## config.mk

```make
export PLATFORM = sky130hd
export DESIGN_NAME = game_sequencer_flat
export DESIGN_NICKNAME = d
export VERILOG_FILES = /design/src/rtl/game_sequencer_if.sv /design/src/rtl/game_sequencer.sv /design/src/flat_wrapper.sv
export SDC_FILE = /design/constraint.sdc
export NUM_CORES = 1
export LEC_CHECK = 0
export BUFFER_PORTS_ARGS = -buffer_cell sky130_fd_sc_hd__buf_2
export CAP_MARGIN = 10
export CORE_ASPECT_RATIO = 0.7
export CORE_UTILIZATION = 35
export CTS_BUF_LIST = sky130_fd_sc_hd__clkbuf_16
export CTS_CLUSTER_SIZE = 28
export DETAILED_ROUTE_END_ITERATION = 16
export GPL_TIMING_DRIVEN = 1
export SYNTH_ARGS = -nofsm -noshare
export SYNTH_HDL_FRONTEND = slang
export SYNTH_SLANG_ARGS = --single-unit
```

## constraint.sdc

```tcl
create_clock -name clk -period 2.8 [get_ports clk]
set_input_delay 0.28 -clock clk [delete_from_list [all_inputs] [get_ports clk]]
set_output_delay 0.28 -clock clk [all_outputs]
set_load 0.05 [all_outputs]
```

## src/rtl/game_sequencer_if.sv

```systemverilog
// Player-input / scoreboard bundle between the game logic and the sequencer.
// The sequencer is the slave: it consumes the event pulses and drives the status outputs.
interface game_sequencer_if;
  logic       frame_tick;
  logic       start;
  logic       brick_hit;
  logic       ball_lost;
  logic [3:0] score0;
  logic [3:0] score1;
  logic [3:0] lives;
  logic       serve;
  logic       play;
  logic       game_over;
  logic       board_show;

  modport master (
    output frame_tick, start, brick_hit, ball_lost,
    input  score0, score1, lives, serve, play, game_over, board_show
  );

  modport slave (
    input  frame_tick, start, brick_hit, ball_lost,
    output score0, score1, lives, serve, play, game_over, board_show
  );
endinterface

```

## src/rtl/game_sequencer.sv

```systemverilog
// Breakout-style game flow controller: serve/play/lost/over sequencing,
// BCD score with saturation at 99, lives count and game-over scoreboard blink.
module game_sequencer #(
  parameter int START_LIVES  = 3,
  parameter int SERVE_FRAMES = 60,
  parameter int LOST_FRAMES  = 30,
  parameter int FLASH_FRAMES = 16
) (
  input  logic             clk,
  input  logic             reset,
  game_sequencer_if.slave  bus
);

  typedef enum logic [2:0] {
    S_IDLE,
    S_SERVE,
    S_PLAY,
    S_LOST,
    S_OVER
  } state_t;

  localparam int MAX_FRAMES =
    (SERVE_FRAMES > LOST_FRAMES)
      ? ((SERVE_FRAMES > FLASH_FRAMES) ? SERVE_FRAMES : FLASH_FRAMES)
      : ((LOST_FRAMES  > FLASH_FRAMES) ? LOST_FRAMES  : FLASH_FRAMES);
  localparam int TW = $clog2(MAX_FRAMES + 1);

  state_t        r_state;
  logic [TW-1:0] r_timer;
  logic          r_start_d;
  logic          r_armed;
  logic [3:0]    r_score0;
  logic [3:0]    r_score1;
  logic [3:0]    r_lives;
  logic          r_serve;
  logic          r_play;
  logic          r_over;
  logic          r_show;

  logic          w_start_edge;
  logic [TW-1:0] w_timer_next;
  logic [3:0]    w_score0_inc;
  logic [3:0]    w_score1_inc;

  // r_armed stays low after reset until start is seen low, so a button held
  // through reset release is not mistaken for a fresh press.
  assign w_start_edge = bus.start & ~r_start_d & r_armed;
  assign w_timer_next = r_timer + TW'(1);

  // NOTE: every combinational output gets a default first so no path leaves it unassigned (no latch).
  always_comb begin
    w_score0_inc = r_score0;
    w_score1_inc = r_score1;
    if (!(r_score1 == 4'd9 && r_score0 == 4'd9)) begin
      if (r_score0 == 4'd9) begin
        w_score0_inc = 4'd0;
        w_score1_inc = r_score1 + 4'd1;
      end else begin
        w_score0_inc = r_score0 + 4'd1;
      end
    end
  end

  // NOTE: state registers use non-blocking assignments so all updates see pre-edge values.
  always_ff @(posedge clk or posedge reset) begin
    if (reset) begin
      r_state   <= S_IDLE;
      r_timer   <= '0;
      r_start_d <= 1'b0;
      r_armed   <= 1'b0;
      r_score0  <= 4'd0;
      r_score1  <= 4'd0;
      r_lives   <= 4'(START_LIVES);
      r_serve   <= 1'b0;
      r_play    <= 1'b0;
      r_over    <= 1'b0;
      r_show    <= 1'b1;
    end else begin
      r_start_d <= bus.start;
      if (!bus.start) r_armed <= 1'b1;
      r_serve <= 1'b0;

      case (r_state)
        S_IDLE, S_OVER: begin
          if (w_start_edge) begin
            r_state  <= S_SERVE;
            r_score0 <= 4'd0;
            r_score1 <= 4'd0;
            r_lives  <= 4'(START_LIVES);
            r_timer  <= '0;
            r_show   <= 1'b1;
            r_over   <= 1'b0;
          end else if (r_state == S_OVER && bus.frame_tick) begin
            if (w_timer_next == TW'(FLASH_FRAMES)) begin
              r_timer <= '0;
              r_show  <= ~r_show;
            end else begin
              r_timer <= w_timer_next;
            end
          end
        end

        S_SERVE: begin
          if (bus.frame_tick) begin
            if (w_timer_next == TW'(SERVE_FRAMES)) begin
              r_state <= S_PLAY;
              r_serve <= 1'b1;
              r_play  <= 1'b1;
              r_timer <= '0;
            end else begin
              r_timer <= w_timer_next;
            end
          end
        end

        S_PLAY: begin
          if (bus.brick_hit) begin
            r_score0 <= w_score0_inc;
            r_score1 <= w_score1_inc;
          end
          if (bus.ball_lost) begin
            r_lives <= r_lives - 4'd1;
            r_play  <= 1'b0;
            r_timer <= '0;
            if (r_lives == 4'd1) begin
              r_state <= S_OVER;
              r_over  <= 1'b1;
            end else begin
              r_state <= S_LOST;
            end
          end
        end

        S_LOST: begin
          if (bus.frame_tick) begin
            if (w_timer_next == TW'(LOST_FRAMES)) begin
              r_state <= S_SERVE;
              r_timer <= '0;
            end else begin
              r_timer <= w_timer_next;
            end
          end
        end

        default: r_state <= S_IDLE;
      endcase
    end
  end

  assign bus.score0     = r_score0;
  assign bus.score1     = r_score1;
  assign bus.lives      = r_lives;
  assign bus.serve      = r_serve;
  assign bus.play       = r_play;
  assign bus.game_over  = r_over;
  assign bus.board_show = r_show;

endmodule

```

## src/flat_wrapper.sv

```systemverilog
// flat-port wrapper written by rule: the top's interface ports become plain ports
module game_sequencer_flat 
#(
  parameter int START_LIVES  = 3,
  parameter int SERVE_FRAMES = 60,
  parameter int LOST_FRAMES  = 30,
  parameter int FLASH_FRAMES = 16
)
  (clk, reset, bus_frame_tick, bus_start, bus_brick_hit, bus_ball_lost, bus_score0, bus_score1, bus_lives, bus_serve, bus_play, bus_game_over, bus_board_show);
  game_sequencer_if bus_i ();
  input  logic clk;
  input  logic reset;
  input wire logic [$bits(bus_i.frame_tick)-1:0] bus_frame_tick;
  input wire logic [$bits(bus_i.start)-1:0] bus_start;
  input wire logic [$bits(bus_i.brick_hit)-1:0] bus_brick_hit;
  input wire logic [$bits(bus_i.ball_lost)-1:0] bus_ball_lost;
  output wire logic [$bits(bus_i.score0)-1:0] bus_score0;
  output wire logic [$bits(bus_i.score1)-1:0] bus_score1;
  output wire logic [$bits(bus_i.lives)-1:0] bus_lives;
  output wire logic [$bits(bus_i.serve)-1:0] bus_serve;
  output wire logic [$bits(bus_i.play)-1:0] bus_play;
  output wire logic [$bits(bus_i.game_over)-1:0] bus_game_over;
  output wire logic [$bits(bus_i.board_show)-1:0] bus_board_show;
  assign bus_i.frame_tick = bus_frame_tick;
  assign bus_i.start = bus_start;
  assign bus_i.brick_hit = bus_brick_hit;
  assign bus_i.ball_lost = bus_ball_lost;
  assign bus_score0 = bus_i.score0;
  assign bus_score1 = bus_i.score1;
  assign bus_lives = bus_i.lives;
  assign bus_serve = bus_i.serve;
  assign bus_play = bus_i.play;
  assign bus_game_over = bus_i.game_over;
  assign bus_board_show = bus_i.board_show;
  game_sequencer #(.START_LIVES(START_LIVES), .SERVE_FRAMES(SERVE_FRAMES), .LOST_FRAMES(LOST_FRAMES), .FLASH_FRAMES(FLASH_FRAMES)) u_core (.clk(clk), .reset(reset), .bus(bus_i));
endmodule
```

==> results by group, run 1 <==
Run status
  – Status: complete, no violations

Power and ir drop
  – Max VDD drop: 0.000274 V
  – Overall Power: 1.42 mW
  – PwrDens: 766 nW/µm²
  – Static leakage: 0.870 nW

Placement
  – Setup WS pre-CTS: 0.616 ns
  – DP Wirelength: 2.32 mm
  – I/O Buffers: 21
  – Gp weighted congestion: 0.879

Route
  – Via-to-Cell Ratio: 5.15
  – Vias: 1,328
  – First DRT Iteration DRCs: 54
  – Post-route ant nets: 0
  – Routed wire per std cell: 12.3 µm
  – Pre-Repair DR Iteration Count: 4
  – DRC: 0
  – Total wire length: 3.17 mm

STA
  – Setup tns final: 0 ns
  – Slew Limit Headroom: 0.605
  – Tcrit/Tclk final: 0.793
  – Max-slew violations: 0
  – Worst slew pin tran: 0.592 ns
  – Setup violators final: 0
  – Clock Skew: 0.00187 ns
  – Post-route minimum period: 2.22 ns
  – Final WS setup: 0.580 ns
  – RSZ-0062 raised after global routing: false
  – Max Clk Rate: 450 MHz
  – Final Hold Fails: 0

Synth
  – Mean post-synth cell area: 9.06 µm²
  – Post-synth net total: 192
  – Synth unique cells: 46
  – Synth warn: 0
  – Syn Inst Count: 178
  – FFs w/ async S/R, synth: 1.00
  – Synth area leader: dfrtp_1
  – Count leader, synth: dfrtp_1
  – Count of state elements after synthesis: 27
  – Largest cells by area after synthesis: dfrtp_1 37%, ha_1 6.2%, dfstp_2 4.9%
  – Commonest register cell after synthesis: dfrtp_1
  – Post-synthesis sequential area ratio: 0.421
  – Post-synthesis cell area: 1610 µm²
  – Count of flip-flops with a built-in enable after synthesis: 0
  – Top post-synthesis cells by count: 24 x dfrtp_1, 20 x nand2_1, 18 x nor2_1
  – Synth top area share: 0.372

Layout
  – Nets: 218
  – ANT cells: 0
  – Share of layout cells above drive strength 1: 0.207
  – Area grow syn2layout: 15.2%

Clock tree
  – Sink Count: 27
  – CTS Buffer Depth: 2
  – Clk slew on worst S/H paths: 0.06 ns
  – Worst skew pair latency: 0.26 ns
  – CTS buffer count: 3
  – CTS tree: built
  – Hold_buf cts: 0
  – Post-CTS sizing: 0
  – Post-CTS Setup Bufs: 0
  – Root Driver: clkbuf_16
  – H-tree depth reported by CTS: 1

Worst setup path
  – Crit path launch type: flip-flop
  – Arr. time, crit path: 2.41 ns
  – Worst endpoint required time: 2.99 ns
  – Largest fanout on the critical path: 9
  – Crit Path Class: flip-flop to flip-flop
  – Crit. End Element: flip-flop

Flow run
  – MaxCap Viol Count: 0

Global route
  – GR Util All Layers: 0.143
  – First-pass GRT wire length: 5.58 mm
  – Vias in the first global route: 1,208
  – Largest net degree at the start of global routing: 28
  – Gr ovfl total: 0
  – Antenna violations before repair: 0

Die
  – Die area: 4890 µm²
  – Total core area: 4380 µm²
  – Num ports: 22
  – Die Width: 83.1 µm
  – Initial core utilization: 0.368
  – Die H: 58.8 µm
  – Row cnt: 20

Min path
  – Worst min path class: input pin to async pin
==> sequential cells by signal (all words and copies together), names as in the netlist <==
register               cells
u_core.r_timer             6
u_core.bus.play            1
u_core.bus.lives           4
u_core.r_start_d           1
u_core.r_state             3
u_core.bus.score0          4
u_core.bus.serve           1
u_core.bus.board_show      1
u_core.bus.game_over       1
u_core.r_armed             1
u_core.bus.score1          4
==> cell type report <==
class | count | area, µm²
Fill cell | 431 | 2520
Multi-Input combinational cell | 133 | 843
Sequential cell | 27 | 679
Timing Repair Buffer | 25 | 135
Clock buffer | 3 | 75.1
Tap cell | 55 | 68.8
Inverter | 14 | 52.6
Clock inverter | 1 | 3.75
==> worst paths after layout <==
check                                  start                    to  slack [ns]  cells after the start
min in group clk                   bus_start      u_core.r_start_d        0.15                      1
hold reg to reg               u_core.r_armed        u_core.r_armed        0.47                      1
setup reg to reg           u_core.r_timer[3]       u_core.bus.play        0.58                      6
max in group asynchronous              reset   u_core.bus.lives[0]        2.42                      3
setup / recovery           u_core.r_timer[3]       u_core.bus.play        0.58                      6
hold / removal                         reset  u_core.bus.score0[2]        0.07                      3
==> where the power goes <==
group / internal, mW / leakage [nW] / switching, mW / total, mW
clock: 0.191 / 0.0423 / 0.129 / 0.321
combinational: 0.191 / 0.490 / 0.304 / 0.495
sequential: 0.472 / 0.338 / 0.136 / 0.608
total: 0.854 / 0.870 / 0.570 / 1.42
==> kinds of logic after synthesis <==
family,Yosys count,share of synthesized area
multiplexers,2,0.0132
flip-flops,27,0.421
buffers and inverters,18,0.0559
XOR/XNOR,4,0.0217
AO/OA/AOI/OAI,48,0.195
AND/OR/NAND/NOR,71,0.231
adder cells (fa/ha/maj),8,0.0621
==> critical path, cell delays in order (launching register included) <==
cell and delay [ns]:
dfrtp_1 0.48, nand2_1 0.14, or3_4 0.39, a221o_1 0.35
a21o_1 0.21, or4_4 0.44, a21oi_2 0.14
==> layout by cell type, fill, tap and decap left out, types with 2 or more instances in the layout <==
| cell type | synthesis | final |
|---|---|---|
| a21oi_1 | 10 | 10 |
| buf_2 | 0 | 21 |
| nand2_1 | 20 | 20 |
| ha_1 | 8 | 8 |
| a211oi_1 | 4 | 4 |
| clkbuf_16 | 0 | 3 |
| or3_1 | 4 | 4 |
| nand3_1 | 6 | 6 |
| nand3b_1 | 3 | 3 |
| a22o_1 | 2 | 2 |
| o21ai_0 | 13 | 13 |
| xor2_1 | 3 | 3 |
| inv_1 | 14 | 15 |
| nor2b_1 | 2 | 2 |
| nor2_1 | 18 | 18 |
| o31ai_1 | 3 | 3 |
| dfstp_2 | 3 | 3 |
| nor3_1 | 7 | 7 |
| dfrtp_1 | 24 | 24 |
| buf_4 | 0 | 4 |
| a31oi_1 | 4 | 4 |
==> per-stage QoR <==
step           cells  area [µm²]  hold slack, ns   util
6_report         258        1860          0.0686  0.424
5_1_grt          258        1860           0.102  0.424
3_5_place_dp     254        1780           0.364  0.406
3_3_place_gp     254        1780           0.360  0.406
4_1_cts          258        1860          0.0839  0.424
2_1_floorplan    178        1610           0.311      -
==> layer usage <==
metal	GRT usage	wire length [µm]
met1	0.216	1810
met2	0.200	1240
met3	0.0365	120
met4	0.0369	0
met5	0	0
(Power assumes the default switching activity.)
==> run 2, diff against run 1 <==
--- a/config.mk
+++ b/config.mk
@@ -5,6 +5,7 @@
 export SDC_FILE = /design/constraint.sdc
 export NUM_CORES = 1
 export LEC_CHECK = 0
+export ABC_AREA = 1
 export BUFFER_PORTS_ARGS = -buffer_cell sky130_fd_sc_hd__buf_2
 export CAP_MARGIN = 10
 export CORE_ASPECT_RATIO = 0.7
==> constraint.sdc (replaced) <==
create_clock -name clk -period 2.19 [get_ports clk]
set_input_delay 0.219 -clock clk [delete_from_list [all_inputs] [get_ports clk]]
set_output_delay 0.219 -clock clk [all_outputs]
set_load 0.05 [all_outputs]
==> results by group, run 2 <==
Layout
  – Area grow syn2layout: 15.9%
  – ANT cells: 0
  – Nets: 261
  – Reg with most FFs: u_core.r_timer
  – Commonest cells after routing, fill and taps aside: 54 x nand2_1, 31 x inv_1, 24 x dfrtp_1
  – Share of layout cells above drive strength 1: 0.252
  – Final Instance Area: 2000 µm²
  – Max reg flops: 6
  – Filler cell count in the final layout: 471
  – Most common cell after layout, fill and taps aside: nand2_1

Min path
  – Worst min path class: input pin to async pin

Power and ir drop
  – PwrDens: 1030 nW/µm²
  – Overall Power: 2.07 mW
  – Static leakage: 1.05 nW
  – Max VDD drop: 0.000395 V

Worst setup path
  – Worst Reg-to-Reg Cells: 9
  – Crit path launch type: flip-flop
  – Worst R2R End: u_core.r_timer[3]
  – Crit Path Class: flip-flop to flip-flop
  – Worst endpoint required time: 2.35 ns
  – Arr. time, crit path: 1.89 ns
  – Largest fanout on the critical path: 7
  – Flop-to-flop setup slack: 0.46 ns
  – Crit. End Element: flip-flop
  – Reg-to-Reg Start: u_core.r_timer[0]

Route
  – Total wire length: 3.42 mm
  – Via-to-Cell Ratio: 4.45
  – Post-route ant nets: 0
  – First DRT Iteration DRCs: 35
  – DRC: 0
  – Routed wire per std cell: 11.0 µm
  – Vias: 1,387
  – Pre-Repair DR Iteration Count: 4

Global route
  – First-pass GRT wire length: 5.84 mm
  – GR Util All Layers: 0.145
  – Largest net degree at the start of global routing: 28
  – Vias in the first global route: 1,232
  – Gr ovfl total: 0
  – Antenna violations before repair: 0

Die
  – Row cnt: 20
  – Die Width: 86.0 µm
  – Die H: 60.8 µm
  – Die area: 5230 µm²
  – Initial core utilization: 0.381
  – Num ports: 22
  – Total core area: 4530 µm²

Clock tree
  – CTS tree: built
  – Sink Count: 27
  – Worst skew pair latency: 0.26 ns
  – Post-CTS Setup Bufs: 0
  – Clk slew on worst S/H paths: 0.07 ns
  – Root Driver: clkbuf_16
  – Post-CTS sizing: 0
  – CTS Buffer Depth: 2
  – H-tree depth reported by CTS: 1
  – CTS buffer count: 3
  – Hold_buf cts: 0

STA
  – Final Hold Fails: 0
  – Worst slew pin tran: 0.343 ns
  – Tcrit/Tclk final: 0.792
  – Setup tns final: 0 ns
  – Max Clk Rate: 576 MHz
  – RSZ-0062 raised after global routing: false
  – Max-slew violations: 0
  – Clock Skew: 0.00375 ns
  – Setup violators final: 0
  – Slew Limit Headroom: 0.771
  – Post-route minimum period: 1.73 ns

Synth
  – Post-synth net total: 234
  – Largest cells by area after synthesis: dfrtp_1 35%, nand2_1 12%, inv_1 6.5%
  – Count of state elements after synthesis: 27
  – Count leader, synth: nand2_1
  – Syn Inst Count: 220
  – Synth area leader: dfrtp_1
  – Commonest register cell after synthesis: dfrtp_1
  – Post-synthesis cell area: 1730 µm²
  – Count of flip-flops with a built-in enable after synthesis: 0
  – Synth warn: 0
  – Synth top area share: 0.348
  – FFs w/ async S/R, synth: 1.00
  – Post-synthesis sequential area ratio: 0.393
  – Mean post-synth cell area: 7.85 µm²
  – Top post-synthesis cells by count: 54 x nand2_1, 30 x inv_1, 24 x dfrtp_1
  – Synth unique cells: 33

Flow run
  – MaxCap Viol Count: 0

Placement
  – Placement Cell Area: 1920 µm²
  – Gp weighted congestion: 0.810
  – I/O Buffers: 21
  – DP Wirelength: 2.68 mm

Run status
  – Status: complete, no violations
## run 2: how the worst max path moves through the flow
stage	startpoint	endpoint	slack [ns]
2_1_floorplan	u_core.bus.score0[0]	u_core.bus.score1[0]	0.46
3_3_place_gp	u_core.r_timer[0]	u_core.r_timer[3]	0.52
3_5_place_dp	u_core.r_timer[0]	u_core.r_timer[3]	0.45
4_1_cts	u_core.r_timer[0]	u_core.r_timer[1]	0.45
5_1_grt	u_core.r_timer[0]	u_core.r_timer[3]	0.27
6_report	u_core.r_timer[0]	u_core.r_timer[3]	0.46
## run 2: per-layer routing
layer / track usage / share of wire
met5: 0 / 0
met4: 0.0214 / 0.0050
met3: 0.0286 / 0.025
met2: 0.212 / 0.37
met1: 0.225 / 0.60
## run 2: cell type report
cell class / count / area [µm²] / share of cell area
inverters: 37 / 144 / 0.0719
clock buffers: 3 / 75.1 / 0.0375
clock inverters: 1 / 3.75 / 0.00188
well taps: 66 / 82.6 / 0.0413
flip-flops and latches: 27 / 679 / 0.339
repair buffers: 22 / 113 / 0.0563
multi-input cells: 156 / 905 / 0.452
## run 2: stage by stage
step / util / setup WS [ns] / hold WS, ns / std cells
after floorplan: - / 0.463 / 0.250 / 220
final: 0.442 / 0.455 / 0.00568 / 312
after global placement: 0.425 / 0.520 / 0.304 / 308
after detailed placement: 0.425 / 0.454 / 0.298 / 308
after CTS: 0.442 / 0.455 / 0.0193 / 312
after global routing: 0.442 / 0.272 / 0.0436 / 312
## run 2: power breakdown
| part | internal [mW] | switching (mW) |
|---|---|---|
| Clock | 0.244 | 0.166 |
| Combinational | 0.278 | 0.633 |
| Sequential | 0.620 | 0.129 |
## run 2: logic make-up (layout without fill, tap and decap cells)
family / Yosys count / in the layout / share of synthesized area
AO/OA/AOI/OAI: 25 / 25 / 0.101
XOR/XNOR: 3 / 3 / 0.0152
adder cells (fa/ha/maj): 8 / 8 / 0.0579
buffers and inverters: 37 / 63 / 0.0833
flip-flops: 27 / 27 / 0.393
AND/OR/NAND/NOR: 120 / 120 / 0.350
## run 2: critical path, cell delays in order, from the launching register on
cell and delay [ns]:
dfrtp_1 0.45, ha_1 0.27, nand2_2 0.09, clkinv_1 0.07, nor2_1 0.12, nand3_1 0.14, o21ai_4 0.23, nand3_4 0.12
nand2_1 0.10, nand2_1 0.05
